[config.mk]
export PLATFORM = sky130hd
export DESIGN_NAME = mem_arbiter
export DESIGN_NICKNAME = d
export VERILOG_FILES = /design/src/rtl/mem_arb_pkg.sv /design/src/rtl/rr_arb2.sv /design/src/rtl/mem_arbiter.sv
export SDC_FILE = /design/constraint.sdc
export NUM_CORES = 1
export LEC_CHECK = 0
export BUFFER_PORTS_ARGS = -buffer_cell sky130_fd_sc_hd__buf_2
export CAP_MARGIN = 15
export CORE_AREA = 2 2 104 106
export CTS_CLUSTER_SIZE = 8
export DETAILED_ROUTE_END_ITERATION = 12
export DIE_AREA = 0 0 106 108
export PLACE_DENSITY = 0.62
export SLEW_MARGIN = 20
export SYNTH_ARGS = -nofsm -noshare
export SYNTH_HDL_FRONTEND = slang
export SYNTH_SLANG_ARGS = --single-unit
[constraint.sdc]
create_clock -name clk -period 1.6 [get_ports clk]
set_input_delay 0.24 -clock clk [delete_from_list [all_inputs] [get_ports clk]]
set_output_delay 0.24 -clock clk [all_outputs]
set_load 0.01 [all_outputs]
[src/rtl/mem_arb_pkg.sv]
// Shared types and constants for the I/D memory-port arbiter.
// Line offset helper keeps the base-address masking consistent with LINE_WORDS.
package mem_arb_pkg;

    typedef enum logic [1:0] {
        IDLE    = 2'd0,
        SERVE_I = 2'd1,
        SERVE_D = 2'd2
    } state_e;

    localparam logic REQ_I = 1'b0;
    localparam logic REQ_D = 1'b1;

    localparam int unsigned LINE_WORDS_DEF = 4;

    // Byte offset bits of a line of 32-bit words.
    function automatic int unsigned line_off(input int unsigned line_words);
        return $clog2(line_words) + 2;
    endfunction

    localparam int unsigned LINE_OFF = line_off(LINE_WORDS_DEF);

endpackage

[src/rtl/rr_arb2.sv]
// Two-input round-robin picker: a lone request wins outright, a tie goes
// to the requester that was not served last.
module rr_arb2
    import mem_arb_pkg::*;
(
    input  logic [1:0] req,
    input  logic       last,
    output logic       pick,
    output logic       valid
);

    // NOTE: every combinational output gets a default first so no path leaves it unassigned (no latch).
    always_comb begin
        valid = |req;
        pick  = REQ_I;
        if (&req) begin
            pick = ~last;
        end else if (req[REQ_D]) begin
            pick = REQ_D;
        end
    end

endmodule

[src/rtl/mem_arbiter.sv]
// Shares one main-memory port between the I-cache refill engine and the
// D-cache refill/writeback engine, sequencing one line-sized burst at a time.
module mem_arbiter
    import mem_arb_pkg::*;
#(
    parameter int unsigned ADDR_W     = 32,
    parameter int unsigned DATA_W     = 32,
    parameter int unsigned LINE_WORDS = 4
) (
    input  logic              clk,
    input  logic              rst,

    input  logic              i_req,
    input  logic [ADDR_W-1:0] i_addr,
    output logic              i_gnt,
    output logic [DATA_W-1:0] i_rdata,
    output logic              i_rvalid,
    output logic              i_done,

    input  logic              d_req,
    input  logic              d_we,
    input  logic [ADDR_W-1:0] d_addr,
    input  logic [DATA_W-1:0] d_wdata,
    output logic              d_gnt,
    output logic              d_wready,
    output logic [DATA_W-1:0] d_rdata,
    output logic              d_rvalid,
    output logic              d_done,

    output logic              mem_req,
    output logic              mem_we,
    output logic [ADDR_W-1:0] mem_addr,
    output logic [DATA_W-1:0] mem_wdata,
    input  logic              mem_ready,
    input  logic [DATA_W-1:0] mem_rdata
);

    localparam int unsigned     OFF       = line_off(LINE_WORDS);
    localparam int unsigned     BEAT_W    = $clog2(LINE_WORDS);
    localparam logic [ADDR_W-1:0] LINE_MASK = ~((ADDR_W'(1) << OFF) - ADDR_W'(1));
    localparam logic [BEAT_W-1:0] BEAT_MAX  = BEAT_W'(LINE_WORDS - 1);

    state_e              state_q, state_d;
    logic [BEAT_W-1:0]   beat_q, beat_d;
    logic                last_gnt_q, last_gnt_d;
    logic [ADDR_W-1:0]   base_q, base_d;
    logic                we_q, we_d;

    logic arb_pick;
    logic arb_valid;
    logic serving;
    logic beat_fire;
    logic beat_last;

    rr_arb2 u_rr_arb2 (
        .req   ({d_req, i_req}),
        .last  (last_gnt_q),
        .pick  (arb_pick),
        .valid (arb_valid)
    );

    assign serving   = (state_q != IDLE);
    assign beat_fire = serving && mem_ready;
    assign beat_last = (beat_q == BEAT_MAX);

    // NOTE: sequential state uses non-blocking assignments so every flop samples pre-edge values.
    always_ff @(posedge clk or posedge rst) begin
        if (rst) begin
            state_q    <= IDLE;
            beat_q     <= '0;
            last_gnt_q <= REQ_I;
            base_q     <= '0;
            we_q       <= 1'b0;
        end else begin
            state_q    <= state_d;
            beat_q     <= beat_d;
            last_gnt_q <= last_gnt_d;
            base_q     <= base_d;
            we_q       <= we_d;
        end
    end

    always_comb begin
        state_d    = state_q;
        beat_d     = beat_q;
        last_gnt_d = last_gnt_q;
        base_d     = base_q;
        we_d       = we_q;
        unique case (state_q)
            IDLE: begin
                if (arb_valid) begin
                    state_d = (arb_pick == REQ_D) ? SERVE_D : SERVE_I;
                    base_d  = ((arb_pick == REQ_D) ? d_addr : i_addr) & LINE_MASK;
                    we_d    = (arb_pick == REQ_D) && d_we;
                    beat_d  = '0;
                end
            end
            SERVE_I, SERVE_D: begin
                if (beat_fire) begin
                    // Power-of-two burst length lets the counter wrap on its own.
                    beat_d = beat_q + 1'b1;
                    if (beat_last) begin
                        state_d    = IDLE;
                        last_gnt_d = (state_q == SERVE_D) ? REQ_D : REQ_I;
                    end
                end
            end
            default: state_d = IDLE;
        endcase
    end

    always_comb begin
        i_gnt     = (state_q == SERVE_I);
        d_gnt     = (state_q == SERVE_D);
        i_rdata   = '0;
        i_rvalid  = 1'b0;
        i_done    = 1'b0;
        d_rdata   = '0;
        d_rvalid  = 1'b0;
        d_done    = 1'b0;
        d_wready  = 1'b0;
        mem_req   = 1'b0;
        mem_we    = 1'b0;
        mem_addr  = '0;
        mem_wdata = '0;
        if (serving) begin
            mem_req  = 1'b1;
            mem_we   = we_q;
            mem_addr = base_q + (ADDR_W'(beat_q) << 2);
            if (state_q == SERVE_D) begin
                d_done = beat_fire && beat_last;
                if (we_q) begin
                    // Write data is taken straight from the D-cache, not buffered.
                    mem_wdata = d_wdata;
                    d_wready  = mem_ready;
                end else begin
                    d_rdata  = mem_rdata;
                    d_rvalid = mem_ready;
                end
            end else begin
                i_done   = beat_fire && beat_last;
                i_rdata  = mem_rdata;
                i_rvalid = mem_ready;
            end
        end
    end

endmodule

==> results.py, run 1 <==
metrics = {
    "outcome": {
        "status": "finished, violations left",
        "violations": "negative setup slack",
    },
    "cts": {
        "clk_latency_ps": 280,
        "cts_buffer_depth": 2,
        "cts.sinks": 34,
        "htree_levels": 2,
        "cts_made_buffers": 5,
        "cts_tree": "done",
        "cts_root_buf": "clkbuf_8",
        "path_clk_slew_ps": 70,
        "cts_hold_repair.buffers": 0,
    },
    "place": {
        "place_hpwl_um": 7720,
        "io_buffers": 260,
        "placed_cell_area_um2": 4050,
        "gp_congestion": 0.783,
    },
    "route": {
        "ant_nets": 0,
        "num_vias": 3231,
        "routedWlPerCell_um": 17.1,
        "vias_per_cell": 4.62,
        "drtIter0Drc": 155,
        "drtPass1Iterations": 4,
        "routed_wl_um": 11900,
        "drc": 0,
    },
    "finish": {
        "fillers": 989,
        "stdcell_area_um2": 5070,
        "area_growth_pct": 99.6,
        "antenna_cells": 0,
        "nNetsFinal": 702,
        "layout-drive-gt1-share": 0.668,
    },
    "pwr": {
        "power_density_nw_per_um2": 1480,
        "p_leak_uw": 0.00283,
        "vdd_drop_max_uv": 567,
    },
    "floorplanning": {
        "core_um2": 10200,
        "start_util": 0.248,
        "die_y_um": 108,
        "die_x_um": 106,
        "die_area_um2": 11400,
        "top_level_ports": 271,
        "row_count": 37,
    },
    "logic_synthesis": {
        "synthesis.area_um2": 2540,
        "netlist_top_cells_count": "and2_1 (97), dfrtp_1 (34), nor2b_1 (31)",
        "yosysUniqueCellTypes": 31,
        "synth_top_area_share": 0.335,
        "yosys-top-cells-area": "dfrtp_1 (33%), and2_1 (24%), a221o_1 (11%), nor2b_1 (7.6%), and3_1 (5.4%)",
        "synth_edf_count": 0,
        "yosysSeqAreaShare": 0.335,
        "syn_avg_cell_area_um2": 8.98,
        "async_reset_ff_frac": 1.00,
        "synthCells": 283,
        "synth_area_leader_cell": "dfrtp_1",
        "ys.flop_type": "dfrtp_1",
        "yosys_warnings": 0,
        "yosysMostFrequentCell": "and2_1",
        "ys_seq_elements": 34,
    },
    "timing": {
        "fin_tns_setup_ps": -31200,
        "setup_viol": 131,
        "layout_setup_ws_ps": -368,
        "min_period_ps": 1970,
        "fmax_mhz": 508,
        "relSlewSlack": 0.659,
        "tightest_slew_ps": 512,
        "fin_crit_sh": 1.23,
        "drv_slew": 0,
        "rsz0062_at_grt": "true",
        "finalClockSkew_ps": 3.80,
        "final_hold_viol_count": 0,
    },
    "critical_path": {
        "cp-end-kind": "output port",
        "worstSetupPathType": "flop to output port",
        "r2r_setup_slack_ps": -120,
        "start_kind": "flop",
        "worstPathMaxFanout": 8,
        "required_ps": 1360,
        "crit_arrival_ps": 1730,
    },
    "global_route": {
        "grt_pass1_vias": 2964,
        "grt_start_max_net_pins": 35,
        "grt_usage": 0.172,
        "grt_pass1_wl_um": 15600,
        "overflow": 0,
        "antenna_found_initial": 0,
    },
    "min_path": {
        "hp-class": "primary input to asynchronous set/reset pin",
    },
    "run": {
        "drv_cap": 0,
    },
}
[worst paths after layout]
path,from,endpoint,depth (start not counted)
hold / removal,rst,base_q[20],3
hold reg to reg,base_q[26],base_q[26],1
min in group clk,d_we,we_q,2
max in group asynchronous,rst,base_q[18],3
setup / recovery,state_q[0],d_rdata[1],8
setup reg to reg,state_q[0],base_q[5],8
[area by class of cell]
class	count	area, um2	share of cell area
inverter	6	27.5	0.00543
multi-input combinational	218	1780	0.351
timing repair buffer	298	2130	0.420
sequential	34	851	0.168
tap	136	170	0.0336
clock inverter	1	30.0	0.00592
clock buffer	6	82.6	0.0163
[through the flow]
stage	setup slack, ps	cells	util	total power, uW	hold WS [ps]
floorplan	0.632	284	-	3440	373
global placement	-22.1	669	0.396	4820	373
detailed placement	-76.4	669	0.396	4870	375
CTS	-363	688	0.433	6360	62.4
global route	-445	699	0.496	7970	80.8
finish	-368	699	0.496	7520	36.1
[where the power goes]
part | internal, uW | switching [uW]
clock | 499 | 318
combinational | 2930 | 2280
sequential | 1250 | 237
total | 4680 | 2840
[cell usage in the layout (no fill, tap or decap), types with 2 or more instances in the layout]
| cell | n |
|---|---|
| a221o_1 | 28 |
| and2_1 | 67 |
| and2_4 | 31 |
| and3_1 | 20 |
| and3_2 | 7 |
| and3_4 | 4 |
| buf_12 | 3 |
| buf_2 | 205 |
| buf_4 | 21 |
| buf_6 | 57 |
| buf_8 | 6 |
| clkbuf_16 | 5 |
| clkbuf_8 | 6 |
| conb_1 | 2 |
| dfrtp_1 | 34 |
| ha_1 | 2 |
| ha_4 | 2 |
| inv_1 | 2 |
| inv_2 | 2 |
| inv_4 | 2 |
| nand2_1 | 2 |
| nand3b_1 | 2 |
| nor2_1 | 3 |
| nor2b_1 | 16 |
| nor2b_4 | 15 |
| o211ai_1 | 2 |
| o21ai_1 | 3 |
[flip-flops by register name, summed over array words and instances (netlist names)]
| name | flops |
|---|---|
| we_q | 1 |
| base_q | 28 |
| last_gnt_q | 1 |
| state_q | 2 |
| beat_q | 2 |
[cell families (layout without fill, tap and decap cells)]
| family | after synthesis | in the layout | synth area share |
|---|---|---|---|
| compound gates | 38 | 38 | 0.136 |
| fa+ha+maj | 5 | 5 | 0.0246 |
| buf+inv | 33 | 311 | 0.0699 |
| flops | 34 | 34 | 0.335 |
| mux | 1 | 1 | 0.00443 |
| other cells | 1 | 2 | 0.00148 |
| simple gates | 171 | 172 | 0.429 |
[routing by layer]
metal	wire, um	up-vias	track usage
li1	-	1523	-
met1	4880	1542	0.205
met2	6090	152	0.315
met3	767	14	0.0332
met4	206	0	0.0470
met5	0	-	0
[worst max-delay path: stages (launching register included)]
cell and delay [ps]:
dfrtp_1 390, inv_2 120, ha_4 160, inv_4 40
nor3_4 170, buf_6 170, buf_8 140, and2_1 130
buf_2 120
[timing repair]
action | CTS | global route
setup endpoints to repair | 130 | 133
gates resized for setup | 35 | 120
gates cloned | 2 | 9
setup buffers | 11 | 7
pin swaps | 8 | 65
(Power assumes the default switching activity.)
==> run 2: changes to the inputs <==
--- a/config.mk
+++ b/config.mk
@@ -5,13 +5,14 @@
 export SDC_FILE = /design/constraint.sdc
 export NUM_CORES = 1
 export LEC_CHECK = 0
+export ABC_AREA = 1
 export BUFFER_PORTS_ARGS = -buffer_cell sky130_fd_sc_hd__buf_2
 export CAP_MARGIN = 15
-export CORE_AREA = 2 2 104 106
+export CORE_AREA = 2 2 106 108
 export CTS_CLUSTER_SIZE = 8
 export DETAILED_ROUTE_END_ITERATION = 12
-export DIE_AREA = 0 0 106 108
-export PLACE_DENSITY = 0.62
+export DIE_AREA = 0 0 108 110
+export PLACE_DENSITY = 0.65
 export SLEW_MARGIN = 20
 export SYNTH_ARGS = -nofsm -noshare
 export SYNTH_HDL_FRONTEND = slang
==> run 2 against run 1 <==
  * The flow still finishes with violations (negative setup slack)
  * Final cell count rose by 37%
  * Flip-flop and latch count did not move
  * Non-clock buffer count rose by 2
  * Power rose by 14%
  * Clock-buffer cell count rose by 1
  * Setup slack improved by 120 ps
  * Hold slack improved by 9.5 ps
  * Clock power fell by 19%
  * Wire length rose by 9.4%
  * Clock skew rose by 5.1 ps
  * Core utilization rose by 9.7 points
  * Sequential share of layout area fell by 3.4 points
  * Critical endpoint is now d_rdata[0]
  * Largest cell class unchanged
  * Largest power group unchanged
==> results.py, run 2 <==
metrics = {
    "route": {
        "drtPass1Iterations": 4,
        "routed_wl_um": 13100,
        "ant_nets": 0,
        "routedWlPerCell_um": 13.7,
        "drtIter0Drc": 158,
        "drc": 0,
        "vias_per_cell": 4.25,
        "num_vias": 4063,
    },
    "critical_path": {
        "start_kind": "flop",
        "cp-end-kind": "output port",
        "r2r_setup_slack_ps": -60,
        "worstPathMaxFanout": 17,
        "crit_arrival_ps": 1600,
        "worstSetupPathType": "flop to output port",
        "required_ps": 1360,
    },
    "timing": {
        "fin_crit_sh": 1.15,
        "min_period_ps": 1840,
        "fmax_mhz": 543,
        "finalClockSkew_ps": 8.91,
        "whs_ps": 45.6,
        "drv_slew": 0,
        "rsz0062_at_grt": "true",
        "final_hold_viol_count": 0,
        "layout_setup_ws_ps": -243,
        "setup_viol": 130,
    },
    "finish": {
        "multi_input_area_um2": 2260,
        "antenna_cells": 0,
        "seq_area_um2": 851,
        "layout_commonest_cell": "buf_2",
        "nNetsFinal": 954,
        "largest_reg_flops": 28,
        "layout-drive-gt1-share": 0.545,
        "largest-register": "base_q",
        "fillers": 958,
        "reg_top3": "base_q (28), beat_q (2), state_q (2)",
        "instances_no_fill": 956,
        "stdcell_area_um2": 6340,
        "fin_util": 0.592,
        "layout_common_cells": "buf_2 (192), inv_1 (160), nand2_1 (127), nor2_4 (82), buf_6 (72)",
        "area_growth_pct": 106,
    },
    "logic_synthesis": {
        "synth_top_area_share": 0.276,
        "netlist_top_cells_count": "inv_1 (162), nand2_1 (130), nor2_1 (99)",
        "ys.flop_type": "dfrtp_1",
        "yosysSeqAreaShare": 0.276,
        "syn_avg_cell_area_um2": 5.72,
        "synthesis.area_um2": 3080,
        "yosysMostFrequentCell": "inv_1",
        "yosys-top-cells-area": "dfrtp_1 (28%), inv_1 (20%), nand2_1 (16%), nor2_1 (12%), nand3b_1 (6.8%)",
        "synth_edf_count": 0,
        "ys_seq_elements": 34,
        "yosysUniqueCellTypes": 20,
        "synthCells": 538,
        "synth_area_leader_cell": "dfrtp_1",
        "async_reset_ff_frac": 1.00,
        "yosys_warnings": 0,
    },
    "place": {
        "dp_worst_setup_slack_ps": 3.57,
        "dp.cells": 929,
        "gp_congestion": 0.794,
        "place_hpwl_um": 9250,
        "placed_cell_area_um2": 5030,
        "io_buffers": 260,
    },
    "floorplanning": {
        "core_um2": 10700,
        "start_util": 0.288,
        "die_area_um2": 11900,
        "top_level_ports": 271,
        "row_count": 38,
        "die_x_um": 108,
        "die_y_um": 110,
    },
    "cts": {
        "path_clk_slew_ps": 70,
        "cts_tree": "done",
        "cts_made_buffers": 5,
        "cts_buffer_depth": 2,
        "cts_root_buf": "clkbuf_8",
        "cts.sinks": 34,
        "htree_levels": 2,
        "clk_latency_ps": 280,
    },
    "global_route": {
        "antenna_found_initial": 1,
        "grt_usage": 0.195,
        "overflow": 0,
        "grt_start_max_net_pins": 35,
        "grt_pass1_wl_um": 18200,
        "grt_pass1_vias": 3671,
    },
    "pwr": {
        "power_density_nw_per_um2": 1350,
        "p_leak_uw": 0.00381,
        "vdd_drop_max_uv": 942,
    },
    "min_path": {
        "hp-class": "primary input to asynchronous set/reset pin",
    },
    "run": {
        "drv_cap": 0,
    },
    "outcome": {
        "status": "finished, violations left",
        "violations": "negative setup slack",
    },
}
## run 2: through the flow
step | total power [uW] | TNS [ps]
after global routing | 9170 | -24350
final | 8560 | -15450
after floorplan | 4200 | -4230
after global placement | 5570 | 0
after detailed placement | 5600 | 0
after CTS | 7750 | -16470
## run 2: logic make-up (layout without fill, tap and decap cells)
family / after synthesis / in the layout / synth area share
adder cells (fa/ha/maj): 5 / 5 / 0.0203
flip-flops: 34 / 34 / 0.276
other: 1 / 2 / 0.00122
buffers and inverters: 196 / 473 / 0.273
AND/OR/NAND/NOR: 300 / 300 / 0.426
AO/OA/AOI/OAI: 2 / 2 / 0.00325
## run 2: path summary, 6_finish.rpt
| check | start | end | cells past startpoint |
|---|---|---|---|
| worst max-delay path | state_q[1] | d_rdata[0] | 6 |
| worst min-delay path | rst | base_q[29] | 3 |
| worst max register to register | state_q[1] | base_q[9] | 10 |
| worst min register to register | base_q[19] | base_q[19] | 2 |
| max in group asynchronous | rst | beat_q[1] | 3 |
| min in group clk | d_we | we_q | 3 |
## run 2: worst max-delay path, stage by stage (launching register included)
cell     delay (ps)
dfrtp_1         410
buf_4           150
ha_4            170
nand3_4         140
buf_12          230
nor2_1           60
buf_2           140
## run 2: power by group
| part | switching (uW) | internal, uW | total (uW) | leakage [uW] |
|---|---|---|---|---|
| registers | 235 | 1280 | 1510 | 0.000417 |
| clock network | 314 | 347 | 662 | 0.0000482 |
| logic | 3370 | 3020 | 6390 | 0.00334 |
## run 2: area by class of cell
cell class,count,share of cell area
Clock buffer,7,0.0136
Clock inverter,1,0.000790
Inverter,165,0.101
Multi-Input combinational cell,309,0.357
Sequential cell,34,0.134
Tap cell,140,0.0276
Timing Repair Buffer,300,0.367
## run 2: metal layers
metal,up-vias,GRT usage,share of wire
li1,2051,-,-
met1,1827,0.219,0.36
met2,166,0.376,0.54
met3,17,0.0447,0.079
met4,2,0.0385,0.014
met5,-,0,0.0010
## run 2: repair_timing
item | in CTS | in global routing
hold buffers | 0 | 0
resized for setup | 134 | 68
setup buffers | 10 | 3
pin swaps | 27 | 17
endpoints found under the setup margin | 101 | 154
gates cloned | 3 | 5
